[src/rtl/regfile_wb_arbiter.sv]
// Round-robin write-back arbiter sharing the register file write port between ALU (A) and load (B) results.
// Optional: define REGFILE_ZERO_GUARD_EN to accept and silently drop writes to register 0.

module regfile_wb_fifo #(
  parameter int DATA_W = 64,
  parameter int ADDR_W = 5,
  parameter int DEPTH  = 2
) (
  input  logic                 clk,
  input  logic                 rst,
  input  logic                 push_i,
  input  logic [ADDR_W-1:0]    addr_i,
  input  logic [DATA_W-1:0]    data_i,
  input  logic                 pop_i,
  output logic                 empty_o,
  output logic                 full_o,
  output logic [ADDR_W-1:0]    head_addr_o,
  output logic [DATA_W-1:0]    head_data_o,
  output logic [2**ADDR_W-1:0] pend_o
);
  localparam int PTR_W = $clog2(DEPTH);
  localparam int CNT_W = PTR_W + 1;

  logic [ADDR_W-1:0] addr_q [DEPTH];
  logic [DATA_W-1:0] data_q [DEPTH];
  logic [PTR_W-1:0]  rptr_q, wptr_q;
  logic [CNT_W-1:0]  cnt_q;

  // Storage needs no reset; the count alone decides which entries are live.
  always_ff @(posedge clk) begin
    if (push_i) begin
      addr_q[wptr_q] <= addr_i;
      data_q[wptr_q] <= data_i;
    end
  end

  always_ff @(posedge clk or posedge rst) begin
    if (rst) begin
      rptr_q <= '0;
      wptr_q <= '0;
      cnt_q  <= '0;
    end else begin
      if (push_i) wptr_q <= wptr_q + 1'b1;
      if (pop_i)  rptr_q <= rptr_q + 1'b1;
      unique case ({push_i, pop_i})
        2'b10:   cnt_q <= cnt_q + 1'b1;
        2'b01:   cnt_q <= cnt_q - 1'b1;
        default: cnt_q <= cnt_q;
      endcase
    end
  end

  assign empty_o     = (cnt_q == '0);
  assign full_o      = (cnt_q == CNT_W'(DEPTH));
  assign head_addr_o = addr_q[rptr_q];
  assign head_data_o = data_q[rptr_q];

  // Walk the live window starting at the read pointer.
  always_comb begin
    pend_o = '0;
    for (int i = 0; i < DEPTH; i++) begin
      if (CNT_W'(i) < cnt_q) pend_o[addr_q[rptr_q + PTR_W'(i)]] = 1'b1;
    end
  end
endmodule

module regfile_wb_arbiter #(
  parameter int DATA_W = 64,
  parameter int ADDR_W = 5,
  parameter int DEPTH  = 2
) (
  input  logic                 clk,
  input  logic                 rst,
  input  logic                 a_valid,
  input  logic [ADDR_W-1:0]    a_addr,
  input  logic [DATA_W-1:0]    a_data,
  output logic                 a_ready,
  input  logic                 b_valid,
  input  logic [ADDR_W-1:0]    b_addr,
  input  logic [DATA_W-1:0]    b_data,
  output logic                 b_ready,
  output logic                 wr_en,
  output logic [ADDR_W-1:0]    wr_addr,
  output logic [DATA_W-1:0]    wr_data,
  output logic [2**ADDR_W-1:0] pend_mask
);
  localparam int NREG = 2**ADDR_W;

  typedef enum logic {GNT_A, GNT_B} grant_e;

  grant_e              last_grant_q, last_grant_d;
  logic                wr_en_q, wr_en_d;
  logic [ADDR_W-1:0]   wr_addr_q, wr_addr_d;
  logic [DATA_W-1:0]   wr_data_q, wr_data_d;
  logic                a_push, b_push, gnt_a, gnt_b;
  logic                a_empty, a_full, b_empty, b_full;
  logic [ADDR_W-1:0]   a_head_addr, b_head_addr;
  logic [DATA_W-1:0]   a_head_data, b_head_data;
  logic [NREG-1:0]     a_pend, b_pend;

  assign a_ready = !a_full;
  assign b_ready = !b_full;

`ifdef REGFILE_ZERO_GUARD_EN
  // Register 0 writes still handshake but never reach a FIFO.
  assign a_push = a_valid && a_ready && (a_addr != '0);
  assign b_push = b_valid && b_ready && (b_addr != '0);
`else
  assign a_push = a_valid && a_ready;
  assign b_push = b_valid && b_ready;
`endif

  regfile_wb_fifo #(.DATA_W(DATA_W), .ADDR_W(ADDR_W), .DEPTH(DEPTH)) u_fifo_a (
    .clk(clk), .rst(rst), .push_i(a_push), .addr_i(a_addr), .data_i(a_data),
    .pop_i(gnt_a), .empty_o(a_empty), .full_o(a_full),
    .head_addr_o(a_head_addr), .head_data_o(a_head_data), .pend_o(a_pend)
  );

  regfile_wb_fifo #(.DATA_W(DATA_W), .ADDR_W(ADDR_W), .DEPTH(DEPTH)) u_fifo_b (
    .clk(clk), .rst(rst), .push_i(b_push), .addr_i(b_addr), .data_i(b_data),
    .pop_i(gnt_b), .empty_o(b_empty), .full_o(b_full),
    .head_addr_o(b_head_addr), .head_data_o(b_head_data), .pend_o(b_pend)
  );

  always_comb begin
    gnt_a        = 1'b0;
    gnt_b        = 1'b0;
    last_grant_d = last_grant_q;
    wr_en_d      = 1'b0;
    wr_addr_d    = wr_addr_q;
    wr_data_d    = wr_data_q;
    // On a tie, the requester that lost last time wins.
    if (!a_empty && (b_empty || last_grant_q == GNT_B)) begin
      gnt_a        = 1'b1;
      last_grant_d = GNT_A;
      wr_en_d      = 1'b1;
      wr_addr_d    = a_head_addr;
      wr_data_d    = a_head_data;
    end else if (!b_empty) begin
      gnt_b        = 1'b1;
      last_grant_d = GNT_B;
      wr_en_d      = 1'b1;
      wr_addr_d    = b_head_addr;
      wr_data_d    = b_head_data;
    end
  end

  always_ff @(posedge clk or posedge rst) begin
    if (rst) begin
      last_grant_q <= GNT_B;
      wr_en_q      <= 1'b0;
      wr_addr_q    <= '0;
      wr_data_q    <= '0;
    end else begin
      last_grant_q <= last_grant_d;
      wr_en_q      <= wr_en_d;
      wr_addr_q    <= wr_addr_d;
      wr_data_q    <= wr_data_d;
    end
  end

  assign wr_en   = wr_en_q;
  assign wr_addr = wr_addr_q;
  assign wr_data = wr_data_q;

  always_comb begin
    pend_mask = a_pend | b_pend;
    if (wr_en_q) pend_mask[wr_addr_q] = 1'b1;
  end
endmodule

[config.mk]
export PLATFORM = sky130hd
export DESIGN_NAME = regfile_wb_arbiter
export DESIGN_NICKNAME = d
export VERILOG_FILES = /design/src/rtl/regfile_wb_arbiter.sv
export SDC_FILE = /design/constraint.sdc
export NUM_CORES = 1
export LEC_CHECK = 0
export ABC_AREA = 1
export CELL_PAD_IN_SITES_DETAIL_PLACEMENT = 1
export CELL_PAD_IN_SITES_GLOBAL_PLACEMENT = 1
export CORE_AREA = 2 2 271 139
export CTS_BUF_LIST = sky130_fd_sc_hd__clkbuf_4 sky130_fd_sc_hd__clkbuf_8
export CTS_CLUSTER_SIZE = 10
export DETAILED_ROUTE_END_ITERATION = 16
export DIE_AREA = 0 0 273 141
export HOLD_SLACK_MARGIN = 0.03
export MAX_ROUTING_LAYER = met4
export PLACE_DENSITY = 0.83
export SETUP_SLACK_MARGIN = 0.1
export SLEW_MARGIN = 20
export SYNTH_ARGS = -nofsm -noshare
export SYNTH_HDL_FRONTEND = slang
export SYNTH_SLANG_ARGS = --single-unit
[constraint.sdc]
create_clock -name clk -period 5.83 [get_ports clk]
set_input_delay 1.749 -clock clk [delete_from_list [all_inputs] [get_ports clk]]
set_output_delay 1.749 -clock clk [all_outputs]
set_load 0.03 [all_outputs]
==> metrics.txt <==
Synth Instances between 1500 and 2000; syn nets approximately 1700; Pleak roughly 8 nW; status complete, no violations; M1 GR Usage between 40 and 50%; Post-DP HPWL about 37 mm; Synth cell types 25; critical path arrival 3.81 ns; Routed WL per cell approximately 23 µm; Sink Count between 300 and 400; Post-CTS Hold Fix Bufs 0; Initial Util roughly 42%; GR Util met2 between 40% and 50%; Worst Tran Pin Value around 0.85 ns; Inst Count DP between 2000 and 2500; fin crit period between 5 and 6 ns; Peak Freq roughly 180 MHz; Final TNS setup 0 ns; RSZ-0062 raised after global routing false; CTS Buffer Depth 3; Hold Vio Cnt, Final 0; Rows 50; Routed WL 53.9 mm; die width about 270 µm; root buf cell clkbuf_8; Avg Inst Size Synth a little under 10 µm²; M3 GR Usage about 7.5%; Reg clk slew, reported paths about 0.070 ns; Placer Congestion roughly 0.98; worst hold endpoint wr_data[20]; grt total ovfl 0; Layout area overhead 26.2%; Hold Path Cell Cnt 2; largest net degree at the start of global routing 57; Peak VDD IR ~0.33 mV; worst reg2reg path depth 9; core area between 30000 and 40000 µm²; critical path class flip-flop to primary output; maxcap violations 0; layout cells sized above 1 under 10%; crit path max-delay cell type clkdlybuf4s50_1; Setup Skew between 0.04 and 0.05 ns; RR Startpoint u_fifo_b.cnt_q[0]; final-report setup violation count 0; worst-path cell chain inv_4 -> nand2_1 -> nand2_1 -> nand3_1 -> nor2_1 -> nor2_1 -> nand3_1 -> clkdlybuf4s50_1; final worst setup slack between 0.2 and 0.3 ns; Worst Setup End Kind primary output; post-synthesis sequential area ratio between 60% and 70%; Post-Syn Area 15400 µm²; max_slew headroom a little over two fifths; hold crit path type flip-flop to flip-flop; DRT Pass-1 Iters 5; max incr delay on CP around 0.7 ns; cts bufs inserted 50; Skew-Pair Late Insertion Delay ~0.61 ns; Yosys Warn Count 0; Reg-to-Reg End wr_addr[2]; GR Util All Layers ~29%; worst hold start wr_data[20]; number of global-route vias before repair 12725; Final nets 1998; setup bufs post-CTS 0; most used routing layer met2; CTS tree done; pre-CTS setup slack between 0.7 and 0.8 ns; Layout Utilization ~53%; drc violations 0; post-route ant nets 0; total power roughly 11 mW; initial antenna violation count 7; critical path launch point type flip-flop; routed vias around 12000; Worst Path Max Fanout 30; Power Density ~570 nW/µm²; I/O pin count between 200 and 250; Iter 0 DRT Violations roughly 950; Avg Vias per Cell between 5 and 6; max-slew violations 0; crit share post-route 95.4%; number of buffers added on ports between 200 and 250; Die ar. 38500 µm²; Die Y-Extent between 100 and 150 µm; Critical Path RT 4.08 ns; reg2reg setup slack approximately 2.7 ns; Finished Layout Cells ~2400; H-tree levels 2; CTS resizes 1; first-pass GRT wire length 79.7 mm; synthesis-stage register bit count around 360
==> critical path, delay by kind of cell (launching register included) <==
family | cells | cell delay (ns)
buffers and inverters | 2 | 1.00
DFF | 1 | 0.63
and+or+nand+nor | 6 | 1.55
==> cells by family (layout without fill, tap and decap cells) <==
kind of cell,after synthesis,count (layout),share of synthesized area [%]
adders and majority gates,8,8,0.651
xor gates and xnor gates,8,8,0.456
DFF,355,355,66.8
AOI/OAI and AO/OA,13,13,0.529
buffers and inverters,114,414,3.52
and+or+nand+nor,1092,1092,28.1
other,0,6,0
==> flip-flops by register name (all words and copies together) (netlist names) <==
signal           cells
u_fifo_a.wptr_q      1
u_fifo_a.data_q    128
u_fifo_b.cnt_q       2
wr_addr              5
wr_en                1
u_fifo_b.addr_q     10
u_fifo_b.wptr_q      1
last_grant_q         1
u_fifo_b.data_q    128
u_fifo_b.rptr_q      1
u_fifo_a.addr_q     10
wr_data             64
u_fifo_a.rptr_q      1
u_fifo_a.cnt_q       2
==> cell type report <==
cell class                      count  area, µm²
Antenna cell                        6       15.0
Clock buffer                       82        978
Clock inverter                     12       81.3
Fill cell                        4101      17100
Inverter                           57        224
Multi-Input combinational cell   1121       4620
Sequential cell                   355      10300
Tap cell                          494        618
Timing Repair Buffer              263       2600
==> through the flow <==
stage	hold WS [ns]	instance area (µm²)
2_1_floorplan	0.464	15400
3_3_place_gp	0.463	18300
3_5_place_dp	0.468	18300
4_1_cts	0.485	19400
5_1_grt	0.512	19400
6_report	0.481	19400
==> placed cells by master (no fill, tap or decap), types with 3 or more instances in the layout <==
master and count:
clkinv_2 4, clkbuf_8 58, inv_1 53, ha_1 8
o211ai_1 5, nand3_1 152, or2_2 3, buf_4 17
dfrtp_1 76, diode_2 6, clkbuf_4 24, nor2_1 193
edfxtp_1 276, xor2_1 4, nor2_4 5, a21oi_1 3
clkinvlp_4 5, nand2_1 735, xnor2_1 4, clkdlybuf4s50_1 245
o21ai_0 4
==> power by group <==
| group | switching, mW | internal [mW] |
|---|---|---|
| registers | 0.401 | 3.57 |
| clock network | 0.990 | 1.07 |
| logic | 3.62 | 1.47 |
==> how the worst max path moves through the flow <==
stage / slack, ns / start / depth (start not counted) / end
after global routing: 0.11 / u_fifo_a.rptr_q / 6 / pend_mask[10]
after global placement: 0.82 / u_fifo_b.rptr_q / 8 / pend_mask[22]
after floorplan: 0.58 / a_valid / 2 / u_fifo_a.addr_q[0][0]
after detailed placement: 0.76 / u_fifo_b.rptr_q / 8 / pend_mask[11]
final: 0.27 / u_fifo_a.rptr_q / 8 / pend_mask[22]
after CTS: 0.21 / u_fifo_a.rptr_q / 9 / pend_mask[10]
==> synthesized netlist by cell type <==
library cell  count  share of area (%)
nand2_1         735                 18
edfxtp_1        276                 54
nor2_1          198                4.8
nand3_1         152                4.9
dfrtp_1          78                 13
inv_1            55                1.3
buf_2            37                1.2
ha_1              8               0.65
buf_6             7               0.51
clkbuf_1          5               0.12
o211ai_1          5               0.24
buf_1             4              0.098
buf_4             4               0.20
o21ai_0           4               0.13
xnor2_1           4               0.23
xor2_1            4               0.23
a21oi_1           3              0.098
or2_2             3               0.12
inv_2             2              0.049
a21oi_2           1              0.057
dfstp_2           1               0.17
nand4_1           1              0.041
nor2_2            1              0.041
nor2_8            1               0.13
or2_0             1              0.041
==> layer usage <==
metal / up-vias / part of all wire (%)
met5: - / 0
met4: 0 / 1.1
met3: 54 / 7.8
met2: 376 / 44
met1: 6190 / 47
li1: 5694 / -
Note: power is estimated with default switching activity, not from simulation.
